**src/rtl/pcs_pkg.sv**
```systemverilog
// Shared 100GbE PCS constants used by the TX block distribution and RX block collection sides.
package pcs_pkg;

    localparam int PCS_LEN_CODED_BLOCK = 66;
    localparam int PCS_N_LANES         = 20;
    localparam int PCS_LANE_ID_W       = $clog2(PCS_N_LANES);

endpackage : pcs_pkg

```
**src/rtl/block_collection_mux.sv**
```systemverilog
// RX block collection: captures one coded block per PCS lane in a single load and
// replays them as one block stream in ascending lane order, gap-free across back-to-back loads.
module block_collection_mux
    import pcs_pkg::*;
#(
    parameter int LEN_CODED_BLOCK = PCS_LEN_CODED_BLOCK,
    parameter int N_LANES         = PCS_N_LANES
) (
    input  logic                               i_clock,
    input  logic                               i_reset,
    input  logic [N_LANES*LEN_CODED_BLOCK-1:0] i_lanes_data,
    input  logic                               i_load,
    input  logic                               i_enable,
    output logic                               o_ready,
    output logic [LEN_CODED_BLOCK-1:0]         o_data,
    output logic                               o_valid,
    output logic [$clog2(N_LANES)-1:0]         o_lane_id,
    output logic                               o_overflow
);

    localparam int LANE_W = $clog2(N_LANES);
    localparam logic [LANE_W-1:0] LAST_IDX = LANE_W'(N_LANES - 1);

    typedef enum logic {
        ST_IDLE  = 1'b0,
        ST_DRAIN = 1'b1
    } state_e;

    state_e                     state_q, state_d;
    logic [LANE_W-1:0]          cnt_q, cnt_d;
    logic [LANE_W-1:0]          lane_id_q, lane_id_d;
    logic [LEN_CODED_BLOCK-1:0] data_q, data_d;
    logic                       valid_q, valid_d;
    logic                       overflow_q, overflow_d;
    logic [LEN_CODED_BLOCK-1:0] bank_q [N_LANES];

    logic at_last;
    logic emit;
    logic load_accept;

    assign at_last     = (cnt_q == LAST_IDX);
    assign emit        = (state_q == ST_DRAIN) && i_enable;
    assign o_ready     = !i_reset && ((state_q == ST_IDLE) || (emit && at_last));
    assign load_accept = i_load && o_ready;

    // NOTE: every variable gets a default before the conditionals, so no latch is inferred.
    always_comb begin
        state_d    = state_q;
        cnt_d      = cnt_q;
        data_d     = data_q;
        lane_id_d  = lane_id_q;
        valid_d    = 1'b0;
        overflow_d = i_load && !o_ready;

        if (emit) begin
            data_d    = bank_q[cnt_q];
            lane_id_d = cnt_q;
            valid_d   = 1'b1;
            if (at_last) begin
                cnt_d   = '0;
                state_d = ST_IDLE;
            end else begin
                cnt_d = cnt_q + 1'b1;
            end
        end

        // A load on the last drain cycle restarts the drain; the read above already used the old bank.
        if (load_accept) begin
            cnt_d   = '0;
            state_d = ST_DRAIN;
        end
    end

    // NOTE: sequential state uses non-blocking assignments so every flop samples pre-edge values.
    always_ff @(posedge i_clock) begin
        if (i_reset) begin
            state_q    <= ST_IDLE;
            cnt_q      <= '0;
            data_q     <= '0;
            lane_id_q  <= '0;
            valid_q    <= 1'b0;
            overflow_q <= 1'b0;
        end else begin
            state_q    <= state_d;
            cnt_q      <= cnt_d;
            data_q     <= data_d;
            lane_id_q  <= lane_id_d;
            valid_q    <= valid_d;
            overflow_q <= overflow_d;
        end
    end

    // NOTE: the lane bank is not reset; it is only read after a load has filled it.
    always_ff @(posedge i_clock) begin
        if (load_accept) begin
            for (int k = 0; k < N_LANES; k++) begin
                bank_q[k] <= i_lanes_data[k*LEN_CODED_BLOCK +: LEN_CODED_BLOCK];
            end
        end
    end

    assign o_data     = data_q;
    assign o_valid    = valid_q;
    assign o_lane_id  = lane_id_q;
    assign o_overflow = overflow_q;

endmodule : block_collection_mux

```
**config.mk**
```make
export PLATFORM = sky130hd
export DESIGN_NAME = block_collection_mux
export DESIGN_NICKNAME = d
export VERILOG_FILES = /design/src/rtl/pcs_pkg.sv /design/src/rtl/block_collection_mux.sv
export SDC_FILE = /design/constraint.sdc
export NUM_CORES = 1
export LEC_CHECK = 0
export CORE_AREA = 2 2 543 545
export CTS_CLUSTER_SIZE = 12
export DETAILED_ROUTE_END_ITERATION = 8
export DIE_AREA = 0 0 545 547
export HOLD_SLACK_MARGIN = 0.12
export PLACE_DENSITY = 0.45
export REMOVE_ABC_BUFFERS = 1
export SLEW_MARGIN = 20
export SYNTH_ARGS = -nofsm -noshare
export SYNTH_HDL_FRONTEND = slang
export SYNTH_SLANG_ARGS = --single-unit
```
**constraint.sdc**
```tcl
create_clock -name i_clock -period 87.1 [get_ports i_clock]
set_input_delay 21.775 -clock i_clock [delete_from_list [all_inputs] [get_ports i_clock]]
set_output_delay 21.775 -clock i_clock [all_outputs]
set_load 0.02 [all_outputs]
```
Yosys cells after proc, flatten, opt, wreduce, memory -nomap -nowiden
Memories as Yosys holds them, arrays and structs flattened. A register that Yosys moved wholly into a read port is not among the register bits.
Index checks and enable logic that the tools add are counted.
{ "word_totals": {"regBits": 13, "ramBits": 1320, "out_inout_bits": 74, "wordCells": 28, "n_memories": 1} }
{ "mem_list": {"columns": ["memory", "words", "width", "read_ports", "rd_clocked_by_memory_dff", "write_ports", "line_no", "text"], "rows": [
  ["bank_q", 20, 66, 1, 1, 20, "block_collection_mux.sv:35", "logic [LEN_CODED_BLOCK-1:0] bank_q [N_LANES];"]
]} }
{ "classes": {"add_sub_neg": 1, "eq_ne": 1, "muxes": 7, "n_bitwise": 1, "reduce_logical": 12} }
{ "op_table": {"columns": ["op", "n"], "rows": [
  ["two-way mux 1 bit", 6],
  ["adder 5 x 1 -> 5 bit, second input constant", 1],
  ["equality test 5 bit, second input constant", 1],
  ["logical AND 1 bit", 5],
  ["two-way mux 5 bit", 1],
  ["nonzero test 2 bit", 2],
  ["zero test 1 bit", 2],
  ["AND reduction 2 bit", 1],
  ["OR reduction 2 bit", 1],
  ["logical OR 1 bit", 1],
  ["inverter 1 bit", 1]
]} }

Depth between registers and ports, before layout
{ "logic_depth": {"depth_word": 7, "depth_mapped": 8, "depth_no_buf": 4} }

Worst setup path before layout
Ideal clock, no wire load.
{ "synth_path": {"path_type": "in2reg", "from": "input port i_reset", "to": "memory bank_q[0][0] in the netlist's numbering (enable)", "setup_time_ns": 3.040, "arrival_ns": 76.797, "t_required_ns": 84.060, "setup_slack_ns": 7.264, "stages": 4, "path_cell_list": "clkbuf_1 -> clkbuf_1 -> nand2b_1 -> nor2_1"} }
{ "synth_lines": {"columns": ["element", "line_no", "text"], "rows": [
  ["start, declared", "block_collection_mux.sv:10", "input logic i_reset,"],
  ["end, declared", "block_collection_mux.sv:35", null]
]} }

Final worst setup path
{ "layout_path": {"from": "input port i_enable", "to": "output port o_ready"} }
{ "layout_via": {"elab_chain_len": 4} }
{ "layout_lines": {"columns": ["element", "line_no", "text"], "rows": [
  ["start, declared", "block_collection_mux.sv:13", "input logic i_enable,"],
  ["logical AND 1 bit", "block_collection_mux.sv:42", "assign emit = (state_q == ST_DRAIN) && i_enable;"],
  ["logical AND 1 bit", "block_collection_mux.sv:43", "assign o_ready = !i_reset && ((state_q == ST_IDLE) || (emit && at_last));"],
  ["logical OR 1 bit", "block_collection_mux.sv:43", null],
  ["logical AND 1 bit", "block_collection_mux.sv:43", null],
  ["end, declared", "block_collection_mux.sv:14", "output logic o_ready,"]
]} }
Every way passes these cells.

==> summary.md <==
| Metric | Value |
|---|---|
| Later-pin clock latency in the skew report | 820 ps |
| Compound-gate portion of the synthesized area | 5.21% |
| Register area share after synthesis | 77.6% |
| Synth Area in Adders | 0.0235% |
| Switch Pwr | 0.357 mW |
| Die height | 547 um |
| Largest net degree at the start of global routing | 161 |
| Area grow syn2layout | 45.2% |
| Xor/xnor share of the synthesized area | 0.0659% |
| Fin crit share | 52.0% |
| CP arrival | 23520 ps |
| # hold bufs at CTS | 0 |
| Commonest non-fill, non-tap cells in the layout | clkdlybuf4s50_1, edfxtp_1, mux2i_1 |
| Worst hold path startpoint | o_lane_id[1] |
| Area of the multi-input gates | 0.0111 mm2 |
| CP required | 65320 ps |
| Post-Synthesis Cell Area | 0.0531 mm2 |
| Synth unique cells | 34 |
| Static Leak | 23.6 nW |
| Status | complete, no violations |
| Die width | 545 um |
| Final Hold Viols | 0 |
| Area share of the largest cell type after synthesis | 74.6% |
| Worst Hold Class | reg2reg |
| Final ANT Viol Nets | 0 |
| Total GRT Usage | 15.9% |
| VDD IR-drop max | 0.0146 mV |
| Synth Area in Simple Gates | 2.32% |
| Filler cell count | 29700 |
| Syn_area_per_cell | 19.4 um2 |
| Multiplexer share of the synthesized area | 13.1% |
| Worst Tran Pin Value | 1170 ps |
| GP Congestion | 0.802 |
| Max-Cap Viols | 0 |
| I/O pin cnt | 1398 |
| Top fanout value on the critical path | 4 |
| Start of the worst register-to-register path | cnt_q[1] |
| First-pass GRT wire length | 320000 um |
| Post-CTS sizing | 0 |
| Layout net count | 5539 |
| Maximum clock rate | 22.1 MHz |
| Synth warn | 0 |
| Clock Skew | 29.5 ps |
| Setup-failing EPs final | 0 |
| Combinational share of power | 7.2% |
| Die ar. | 0.298 mm2 |
| Share of cells above drive strength 1 | 10.9% |
| Sink Count | 1399 |
| Fin. max-slew vios | 0 |
| Final wirelength | 248000 um |
| CTS tree | done |
| Worst setup margin | 41810 ps |
| HPWL after detailed placement | 188000 um |
| Flops & latches, synth | 1399 |
| Vias in the first global route | 34600 |
| Via density | 4.01 |
| Initial antenna violation count | 144 |
| Sequential power share | 48.9% |
| Mapped Cells | 2746 |
| Setup bufs post-CTS | 0 |
| GRT overflow | 0 |
| Minimum clock period | 45290 ps |
| Routed vias | 33400 |
| P per Cell Area | 20.5 mW/mm2 |
| # rows | 199 |
| Drc violations | 0 |
| Post-Place Setup Slack | 41790 ps |
| CTS max path bufs | 4 |
| Most common cell after layout, fill and taps aside | clkdlybuf4s50_1 |
| Relative slew margins | 19.5% |
| Number of buffers created by CTS | 171 |
| Initial DRC Count | 2973 |
| IO buf count | 1397 |
| Setup crit start kind | primary input |
| Post-Layout Cell Count | 8316 |
| CTS HTree Levels | 4 |
| CP startpoint | i_enable |
| Register clock-pin slew on the reported worst setup and hold paths | 60 ps |
| Top cells by area, synth | edfxtp_1, mux2i_1, mux4_2, dfxtp_1, o22ai_1 |
| Type of the worst setup path | in2out |
| Seq. cell area | 0.0412 mm2 |
| Crit end category | output port |
| Clock share of power | 43.8% |
| Power Internal | 1.23 mW |
| Core area | 0.293 mm2 |
| Initial Utilization | 18.2% |
| Fin util | 26.4% |
| Yosys top cell by area | edfxtp_1 |
| RSZ-0062 raised after global routing | false |
| Switching Fraction | 22.5% |
| Placed cells | 7960 |
| Drt wl/cell | 29.8 um |
| Largest family of logic cells by synthesized area | multiplexers |
| Clock root cell | clkbuf_16 |
| TritonRoute pass-1 iters | 6 |
| Setup TNS | 0 ps |
| Total power | 1.58 mW |
==> layout make-up <==
type	count	share of cell area (%)
flip-flops and latches	1399	53.4
repair buffers	1468	18.9
multi-input cells	1172	14.3
well taps	3919	6.35
clock buffers	238	6.03
clock inverters	76	0.817
diodes	42	0.136
inverters	2	0.0162
==> layer usage <==
metal | GRT usage (%) | share of wire (%)
met5 | 0 | 0.30
met1 | 19.3 | 40
met3 | 6.06 | 10
met4 | 3.82 | 2.1
met2 | 26.5 | 47
==> synth_stat cells <==
master / number
a211oi_1: 66
a21oi_1: 71
a221oi_1: 43
a221oi_2: 24
a41o_1: 1
a41oi_1: 1
and2_1: 1
buf_1: 3
buf_2: 53
buf_4: 29
buf_6: 14
clkbuf_1: 74
dfxtp_1: 79
edfxtp_1: 1320
ha_1: 1
inv_1: 1
inv_2: 1
mux2i_1: 396
mux4_2: 132
nand2_1: 14
nand2b_1: 1
nand3_1: 1
nand3b_1: 2
nand4_1: 2
nor2_1: 145
nor2b_1: 1
nor4b_1: 66
o21ai_0: 30
o21ai_1: 36
o21bai_1: 1
o22ai_1: 132
or3b_1: 1
xnor2_1: 1
xor2_1: 3
==> power groups by stage <==
stage | Combinational (mW) | Sequential [mW] | Clock [mW]
after floorplan | 0.0313 | 0.845 | 0
after global placement | 0.115 | 0.789 | 0
after detailed placement | 0.116 | 0.789 | 0
after CTS | 0.117 | 0.776 | 0.719
after global routing | 0.122 | 0.777 | 0.741
final | 0.115 | 0.775 | 0.694
==> sequential cells by signal, indices dropped and copies added, names as in the netlist <==
register / cells
cnt_q: 5
o_lane_id: 5
o_data: 66
o_overflow: 1
state_q: 1
bank_q: 1320
o_valid: 1
==> path summary, 6_finish.rpt <==
path                                  endpoint  slack, ps  depth (start not counted)
worst min register to register    o_lane_id[1]        460                          2
worst max register to register  bank_q[16][16]      81640                          7
worst max-delay path                   o_ready      41810                          4
worst min-delay path              o_lane_id[1]        460                          2
==> stage by stage <==
step	area (um2)	hold slack, ps
detailed placement	71800	452
CTS	77100	464
finish	77200	465
floorplan	52200	528
global route	77100	486
global placement	71800	457
==> worst max-delay path, cell delays in order <==
cell and delay [ps]:
clkdlybuf4s50_1 540, a41oi_1 560, nor2_1 90, clkdlybuf4s50_1 550
==> kinds of logic after synthesis <==
logic type      after synthesis
buf+inv                     175
simple gates                234
compound gates              405
xor+xnor                      4
flops                      1399
mux                         528
fa+ha+maj                     1
No activity file was read; power rests on OpenSTA's default activity.
